File: src/rtl/button_input_pkg.sv
// Shared definitions for the push-button / DIP-switch input conditioner.
// Event direction encodings, the board clock rate and the event code width helper.
package button_input_pkg;

  localparam logic EVT_PRESS   = 1'b1;
  localparam logic EVT_RELEASE = 1'b0;

  localparam real CLK_12MHZ_FREQUENCY = 12.0e6;

  function automatic int evt_width(input int w);
    return 1 + $clog2(w);
  endfunction

endpackage

File: src/rtl/button_debounce.sv
// One debounce channel: the synchronized, polarity-normalized input must disagree with
// the held state for DEBOUNCE_TICKS consecutive ticks before the state flips.
module button_debounce
  import button_input_pkg::*;
#(
  parameter int DEBOUNCE_TICKS = 10
) (
  input  logic clk,
  input  logic rstN,
  input  logic sync_in,
  input  logic tick,
  output logic state_o,
  output logic press_o,
  output logic release_o
);

  localparam int CW = $clog2(DEBOUNCE_TICKS + 1);

  logic [CW-1:0] cnt_q, cnt_d;
  logic          state_q, state_d;
  logic          press_q, press_d;
  logic          release_q, release_d;

  // Counter, state toggle and edge pulses; any agreeing cycle restarts the count.
  always_comb begin
    cnt_d     = cnt_q;
    state_d   = state_q;
    press_d   = 1'b0;
    release_d = 1'b0;
    if (sync_in == state_q) begin
      cnt_d = CW'(0);
    end else if (tick) begin
      if (cnt_q == CW'(DEBOUNCE_TICKS - 1)) begin
        state_d   = ~state_q;
        cnt_d     = CW'(0);
        press_d   = ~state_q;
        release_d = state_q;
      end else begin
        cnt_d = cnt_q + CW'(1);
      end
    end else begin
      cnt_d = cnt_q;
    end
  end

  // Channel state registers.
  always_ff @(posedge clk or negedge rstN) begin
    if (!rstN) begin
      cnt_q     <= CW'(0);
      state_q   <= 1'b0;
      press_q   <= 1'b0;
      release_q <= 1'b0;
    end else begin
      cnt_q     <= cnt_d;
      state_q   <= state_d;
      press_q   <= press_d;
      release_q <= release_d;
    end
  end

  assign state_o   = state_q;
  assign press_o   = press_q;
  assign release_o = release_q;

endmodule

File: src/rtl/button_input.sv
// Board button/switch conditioner: 2-flop synchronizers, shared debounce tick,
// per-channel debounce, and a single valid/ready event stream of queued edges.
module button_input
  import button_input_pkg::*;
#(
  parameter int  WIDTH          = 4,
  parameter real CLK_FREQUENCY  = CLK_12MHZ_FREQUENCY,
  parameter real TICK_PERIOD    = 1.0e-3,
  parameter int  DEBOUNCE_TICKS = 10,
  parameter bit  ACTIVE_LOW     = 1'b1,
  parameter bit  USEIOFF        = 1'b1
) (
  input  logic                         clk_12mhz,
  input  logic                         rstN,
  input  logic [WIDTH-1:0]             btn_in,
  output logic [WIDTH-1:0]             btn_state,
  output logic [WIDTH-1:0]             btn_press,
  output logic [WIDTH-1:0]             btn_release,
  output logic                         event_valid,
  input  logic                         event_ready,
  output logic [evt_width(WIDTH)-1:0]  event_code,
  output logic                         event_overflow
);

  localparam int   TICK_CYCLES = int'(CLK_FREQUENCY * TICK_PERIOD);
  localparam int   PW          = (TICK_CYCLES > 1) ? $clog2(TICK_CYCLES) : 1;
  localparam int   EW          = evt_width(WIDTH);
  localparam int   IDXW        = (WIDTH > 1) ? $clog2(WIDTH) : 1;
  localparam logic PIN_IDLE    = ACTIVE_LOW;

  function automatic logic [IDXW-1:0] first_set(input logic [WIDTH-1:0] v);
    first_set = IDXW'(0);
    for (int i = WIDTH - 1; i >= 0; i--) begin
      if (v[i]) begin
        first_set = IDXW'(i);
      end
    end
  endfunction

  function automatic logic [EW-1:0] make_code(input logic dir, input logic [IDXW-1:0] idx);
    make_code         = EW'(idx);
    make_code[EW-1]   = dir;
  endfunction

  logic [PW-1:0]    presc_q, presc_d;
  logic             tick_s;
  logic [WIDTH-1:0] sync1_s, sync2_q, sync_norm_s;

  logic [WIDTH-1:0] pend_press_q, pend_press_d;
  logic [WIDTH-1:0] pend_release_q, pend_release_d;
  logic [WIDTH-1:0] eff_press_s, eff_release_s;
  logic [WIDTH-1:0] clr_press_s, clr_release_s;
  logic [IDXW-1:0]  sel_idx_s;
  logic             load_s;
  logic             event_valid_q, event_valid_d;
  logic [EW-1:0]    event_code_q, event_code_d;
  logic             overflow_q, overflow_d;

  // Debounce sample prescaler.
  always_comb begin
    tick_s = (presc_q == PW'(TICK_CYCLES - 1));
    if (tick_s) begin
      presc_d = PW'(0);
    end else begin
      presc_d = presc_q + PW'(1);
    end
  end

  // First synchronizer stage, optionally packed into the pad register.
  generate
    if (USEIOFF) begin : g_ioff
      (* syn_useioff = 1 *) logic [WIDTH-1:0] sync1_q;
      always_ff @(posedge clk_12mhz or negedge rstN) begin
        if (!rstN) begin
          sync1_q <= {WIDTH{PIN_IDLE}};
        end else begin
          sync1_q <= btn_in;
        end
      end
      assign sync1_s = sync1_q;
    end else begin : g_fabric
      logic [WIDTH-1:0] sync1_q;
      always_ff @(posedge clk_12mhz or negedge rstN) begin
        if (!rstN) begin
          sync1_q <= {WIDTH{PIN_IDLE}};
        end else begin
          sync1_q <= btn_in;
        end
      end
      assign sync1_s = sync1_q;
    end
  endgenerate

  // Polarity normalization: 1 always means pressed from here on.
  always_comb begin
    if (ACTIVE_LOW) begin
      sync_norm_s = ~sync2_q;
    end else begin
      sync_norm_s = sync2_q;
    end
  end

  generate
    for (genvar i = 0; i < WIDTH; i++) begin : g_ch
      button_debounce #(
        .DEBOUNCE_TICKS(DEBOUNCE_TICKS)
      ) u_debounce (
        .clk       (clk_12mhz),
        .rstN      (rstN),
        .sync_in   (sync_norm_s[i]),
        .tick      (tick_s),
        .state_o   (btn_state[i]),
        .press_o   (btn_press[i]),
        .release_o (btn_release[i])
      );
    end
  endgenerate

  // Event selection: fresh pulses bypass the pending bits so an idle stream answers in one cycle.
  always_comb begin
    eff_press_s   = pend_press_q | btn_press;
    eff_release_s = pend_release_q | btn_release;
    load_s        = !event_valid_q || event_ready;
    clr_press_s   = {WIDTH{1'b0}};
    clr_release_s = {WIDTH{1'b0}};
    sel_idx_s     = IDXW'(0);
    event_valid_d = event_valid_q;
    event_code_d  = event_code_q;
    if (load_s) begin
      if (|eff_press_s) begin
        sel_idx_s     = first_set(eff_press_s);
        clr_press_s   = WIDTH'(1) << sel_idx_s;
        event_valid_d = 1'b1;
        event_code_d  = make_code(EVT_PRESS, sel_idx_s);
      end else if (|eff_release_s) begin
        sel_idx_s     = first_set(eff_release_s);
        clr_release_s = WIDTH'(1) << sel_idx_s;
        event_valid_d = 1'b1;
        event_code_d  = make_code(EVT_RELEASE, sel_idx_s);
      end else begin
        event_valid_d = 1'b0;
      end
    end else begin
      event_valid_d = event_valid_q;
    end
    // A pulse landing on a bit being consumed this cycle is a new event and keeps the bit set.
    pend_press_d   = (eff_press_s & ~clr_press_s) | (pend_press_q & btn_press & clr_press_s);
    pend_release_d = (eff_release_s & ~clr_release_s) | (pend_release_q & btn_release & clr_release_s);
    overflow_d     = overflow_q
                   | (|(pend_press_q & btn_press & ~clr_press_s))
                   | (|(pend_release_q & btn_release & ~clr_release_s));
  end

  // Prescaler, second sync stage, pending bits and event register.
  always_ff @(posedge clk_12mhz or negedge rstN) begin
    if (!rstN) begin
      presc_q        <= PW'(0);
      sync2_q        <= {WIDTH{PIN_IDLE}};
      pend_press_q   <= {WIDTH{1'b0}};
      pend_release_q <= {WIDTH{1'b0}};
      event_valid_q  <= 1'b0;
      event_code_q   <= EW'(0);
      overflow_q     <= 1'b0;
    end else begin
      presc_q        <= presc_d;
      sync2_q        <= sync1_s;
      pend_press_q   <= pend_press_d;
      pend_release_q <= pend_release_d;
      event_valid_q  <= event_valid_d;
      event_code_q   <= event_code_d;
      overflow_q     <= overflow_d;
    end
  end

  assign event_valid    = event_valid_q;
  assign event_code     = event_code_q;
  assign event_overflow = overflow_q;

endmodule

File: config.mk
export PLATFORM = sky130hd
export DESIGN_NAME = button_input
export DESIGN_NICKNAME = d
export VERILOG_FILES = /design/src/rtl/button_input_pkg.sv /design/src/rtl/button_debounce.sv /design/src/rtl/button_input.sv
export SDC_FILE = /design/constraint.sdc
export NUM_CORES = 1
export LEC_CHECK = 0
export ABC_AREA = 1
export BUFFER_PORTS_ARGS = -buffer_cell sky130_fd_sc_hd__buf_2
export CAP_MARGIN = 10
export CORE_ASPECT_RATIO = 1.25
export CORE_MARGIN = 2
export CORE_UTILIZATION = 55
export CTS_BUF_LIST = sky130_fd_sc_hd__clkbuf_16
export DETAILED_ROUTE_END_ITERATION = 10
export PLACE_DENSITY = 0.74
export SLEW_MARGIN = 20
export SYNTH_ARGS = -nofsm -noshare
export SYNTH_HDL_FRONTEND = slang
export SYNTH_SLANG_ARGS = --single-unit
File: constraint.sdc
create_clock -name clk_12mhz -period 1.8 [get_ports clk_12mhz]
set_input_delay 0 -clock clk_12mhz [delete_from_list [all_inputs] [get_ports clk_12mhz]]
set_output_delay 0 -clock clk_12mhz [all_outputs]
set_load 0.02 [all_outputs]
==> impl_metrics.env <==
export IMPL_die_height_um=89.77
export IMPL_rsz0062_at_grt="false"
export IMPL_status="finished, final reports clean"
export IMPL_ys_seq_area_share_pct=49.01
export IMPL_insertedDiodeCount=0
export IMPL_maxSlewHeadroom_pct=45.20
export IMPL_cts_tree="built"
export IMPL_grt_start_max_net_pins=64
export IMPL_cts_buffers=9
export IMPL_fin_util_pct=64.47
export IMPL_layout_common_cells="80 x nand2_1, 58 x nor2_1, 55 x dfrtp_1"
export IMPL_initial_core_util_pct=56.39
export IMPL_tns_ns=0
export IMPL_grt_overflow_total=0
export IMPL_drc=0
export IMPL_yosysWarnings=0
export IMPL_min_period_over_period_pct=92.42
export IMPL_syn_area_um2=3237
export IMPL_dr_pass1_iters=4
export IMPL_fmax_ghz=0.6011
export IMPL_drt_iter0_drc=137
export IMPL_numPortBuffers=23
export IMPL_hp_class="input pin to flop"
export IMPL_antenna_found_initial=0
export IMPL_ir_worst_vdd_mv=0.6809
export IMPL_cp_start_kind="flop"
export IMPL_ys_seq_elements=63
export IMPL_netlist_cell_type_count=28
export IMPL_crit_fanout=13
export IMPL_nets=433
export IMPL_ios=24
export IMPL_area_delta_synth_final_pct=14.34
export IMPL_grt_pass1_wl_mm=10.56
export IMPL_min_path_cells=4
export IMPL_cts_buffer_depth=2
export IMPL_ff2ff_path_depth=9
export IMPL_synth_fp_nets=409
export IMPL_fin_crit_ns=1.663
export IMPL_finalHoldViolations=0
export IMPL_dieWidth_um=72.62
export IMPL_grt_total_usage_pct=20.49
export IMPL_clock_skew_final_ns=0.006053
export IMPL_setup_viol_count_final=0
export IMPL_worstMarginPinSlew_ns=0.8162
export IMPL_grt_pass1_vias=2461
export IMPL_required_ns=2.01
export IMPL_globalplace_congestion=0.8311
export IMPL_power_density_nw_per_um2=985.8
export IMPL_avgRoutedWirePerCell_um=12.30
export IMPL_layout_drive_gt1_share_pct=13.74
export IMPL_viasPerCell=5.303
export IMPL_coreArea_um2=5741
export IMPL_cts_root_buf="clkbuf_16"
export IMPL_slew_violations=0
export IMPL_h_tree_depth=3
export IMPL_fillers=488
export IMPL_avgSynthCellArea_um2=8.236
export IMPL_die_area_um2=6519
export IMPL_leakagePower_nw=1.964
export IMPL_reg2reg_to="g_ch[2].u_debounce.cnt_q[2]$_DFFE_PN0P_"
export IMPL_worstHoldEndpoint="event_valid$_DFFE_PN0N_"
export IMPL_syn_instance_count=393
export IMPL_num_rows=31
export IMPL_timing_reg2reg_setup_slack_ns=0.14
export IMPL_r2r_start="presc_q[0]$_DFF_PN0_"
export IMPL_layout_commonest_cell="nand2_1"
export IMPL_max_cap_viol_count=0
export IMPL_dp_hpwl_mm=4.139
export IMPL_cts_clk_slew_worst_paths_ns=0.05
export IMPL_cts_sinks=63
export IMPL_via_count=2588
export IMPL_path_class="flop to flop"
export IMPL_antenna_left=0
export IMPL_end_kind="flop"
export IMPL_clock_latency_ns=0.32
export IMPL_critical_path_arrival_ns=1.87
export IMPL_wirelength_mm=6.004
export IMPL_hp_start="event_ready"
-- how the worst max path moves through the flow --
stage | start | to | slack, ns | cells after the start
2_1_floorplan | presc_q[0]$_DFF_PN0_ | g_ch[0].u_debounce.state_o$_DFFE_PN0P_ | 0.40 | 8
3_3_place_gp | presc_q[0]$_DFF_PN0_ | g_ch[0].u_debounce.cnt_q[3]$_DFFE_PN0P_ | 0.17 | 9
3_5_place_dp | presc_q[0]$_DFF_PN0_ | g_ch[2].u_debounce.cnt_q[3]$_DFFE_PN0P_ | 0.13 | 9
4_1_cts | presc_q[0]$_DFF_PN0_ | g_ch[2].u_debounce.cnt_q[2]$_DFFE_PN0P_ | 0.09 | 9
5_1_grt | presc_q[0]$_DFF_PN0_ | g_ch[1].u_debounce.cnt_q[2]$_DFFE_PN0P_ | 0.004 | 9
6_report | presc_q[0]$_DFF_PN0_ | g_ch[2].u_debounce.cnt_q[2]$_DFFE_PN0P_ | 0.14 | 9
-- critical path, cell delays in order (launching register included) --
cell     delay [ns]
dfrtp_1        0.38
ha_1           0.21
nand2_1        0.08
nor2_2         0.11
nand2_1        0.12
nor2_1         0.16
nand2_2        0.12
buf_4          0.21
nand3_1        0.09
nand2_1        0.07
-- state kept, by name, summed over array words and instances, names as in the netlist --
register and flops:
pend_press_q 4, presc_q 14, pend_release_q 4, event_code 3, g_ioff.sync1_q 4, g_ch.u_debounce.cnt_q 16
sync2_q 4, event_valid 1, event_overflow 1, g_ch.u_debounce.press_o 4, g_ch.u_debounce.state_o 4, g_ch.u_debounce.release_o 4
-- through the flow --
stage	total power [mW]	instance area (µm²)	setup WS [ns]	instances	hold slack [ns]
3_5_place_dp	1.910	3343	0.1293	467	0.03776
3_3_place_gp	1.898	3343	0.1674	467	0.03796
2_1_floorplan	1.775	3237	0.3962	393	-0.2956
4_1_cts	3.692	3699	0.08766	488	0.1477
5_1_grt	3.799	3701	0.004434	488	0.1966
6_report	3.648	3701	0.1365	488	0.1535
-- cells by family (layout without fill, tap and decap cells) --
group           after synthesis  count (layout)  share of synthesized area [%]
fa+ha+maj                     9               9                          3.479
flops                        63              63                          49.01
buf+inv                      61              90                          9.393
xor+xnor                     11              11                          2.976
compound gates               33              33                          5.528
simple gates                216             216                          29.61
-- Yosys cell counts, drive strengths merged --
| cell type | count | area share [%] |
|---|---|---|
| a21oi | 14 | 2.2 |
| nand4 | 11 | 2.1 |
| buf | 16 | 4.2 |
| xnor2 | 4 | 1.1 |
| nor3 | 8 | 1.9 |
| xor2 | 7 | 1.9 |
| a21boi | 1 | 0.23 |
| nand3 | 53 | 8.3 |
| and3 | 1 | 0.19 |
| dfrtp | 55 | 43 |
| inv | 42 | 4.9 |
| ha | 9 | 3.5 |
| nor2 | 61 | 7.5 |
| dfstp | 8 | 6.5 |
| o21bai | 1 | 0.23 |
| clkbuf | 3 | 0.35 |
| o21ai | 16 | 2.7 |
| a31oi | 1 | 0.19 |
| nand2 | 82 | 9.6 |
-- metal layers --
layer  part of all wire, %  track usage (%)  vias up
met3                   3.9            5.269        9
li1                      -                -     1308
met2                    52            34.24       54
met4                   1.3            7.562        0
met5                     0                0        -
met1                    42            25.13     1217
-- layout make-up --
class | count | area (µm²) | area share, %
clock buffers | 9 | 225.2 | 6.085
inverters | 42 | 157.7 | 4.260
well taps | 66 | 82.58 | 2.231
multi-input cells | 269 | 1349 | 36.44
flip-flops and latches | 63 | 1587 | 42.87
repair buffers | 32 | 220.2 | 5.950
clock inverters | 7 | 80.08 | 2.164
-- power breakdown --
group,leakage [nW],switching [mW],internal [mW]
sequential,0.826,0.0285,1.49
clock,0.157,0.568,1.19
combinational,0.981,0.264,0.109
-- timing repair --
action,CTS,global route
endpoints found under the setup margin,0,14
gates resized for setup,0,1
hold endpoints to repair,67,0
buffers inserted,0,0
hold buffers,5,0
No activity file was read; power rests on OpenSTA's default activity.
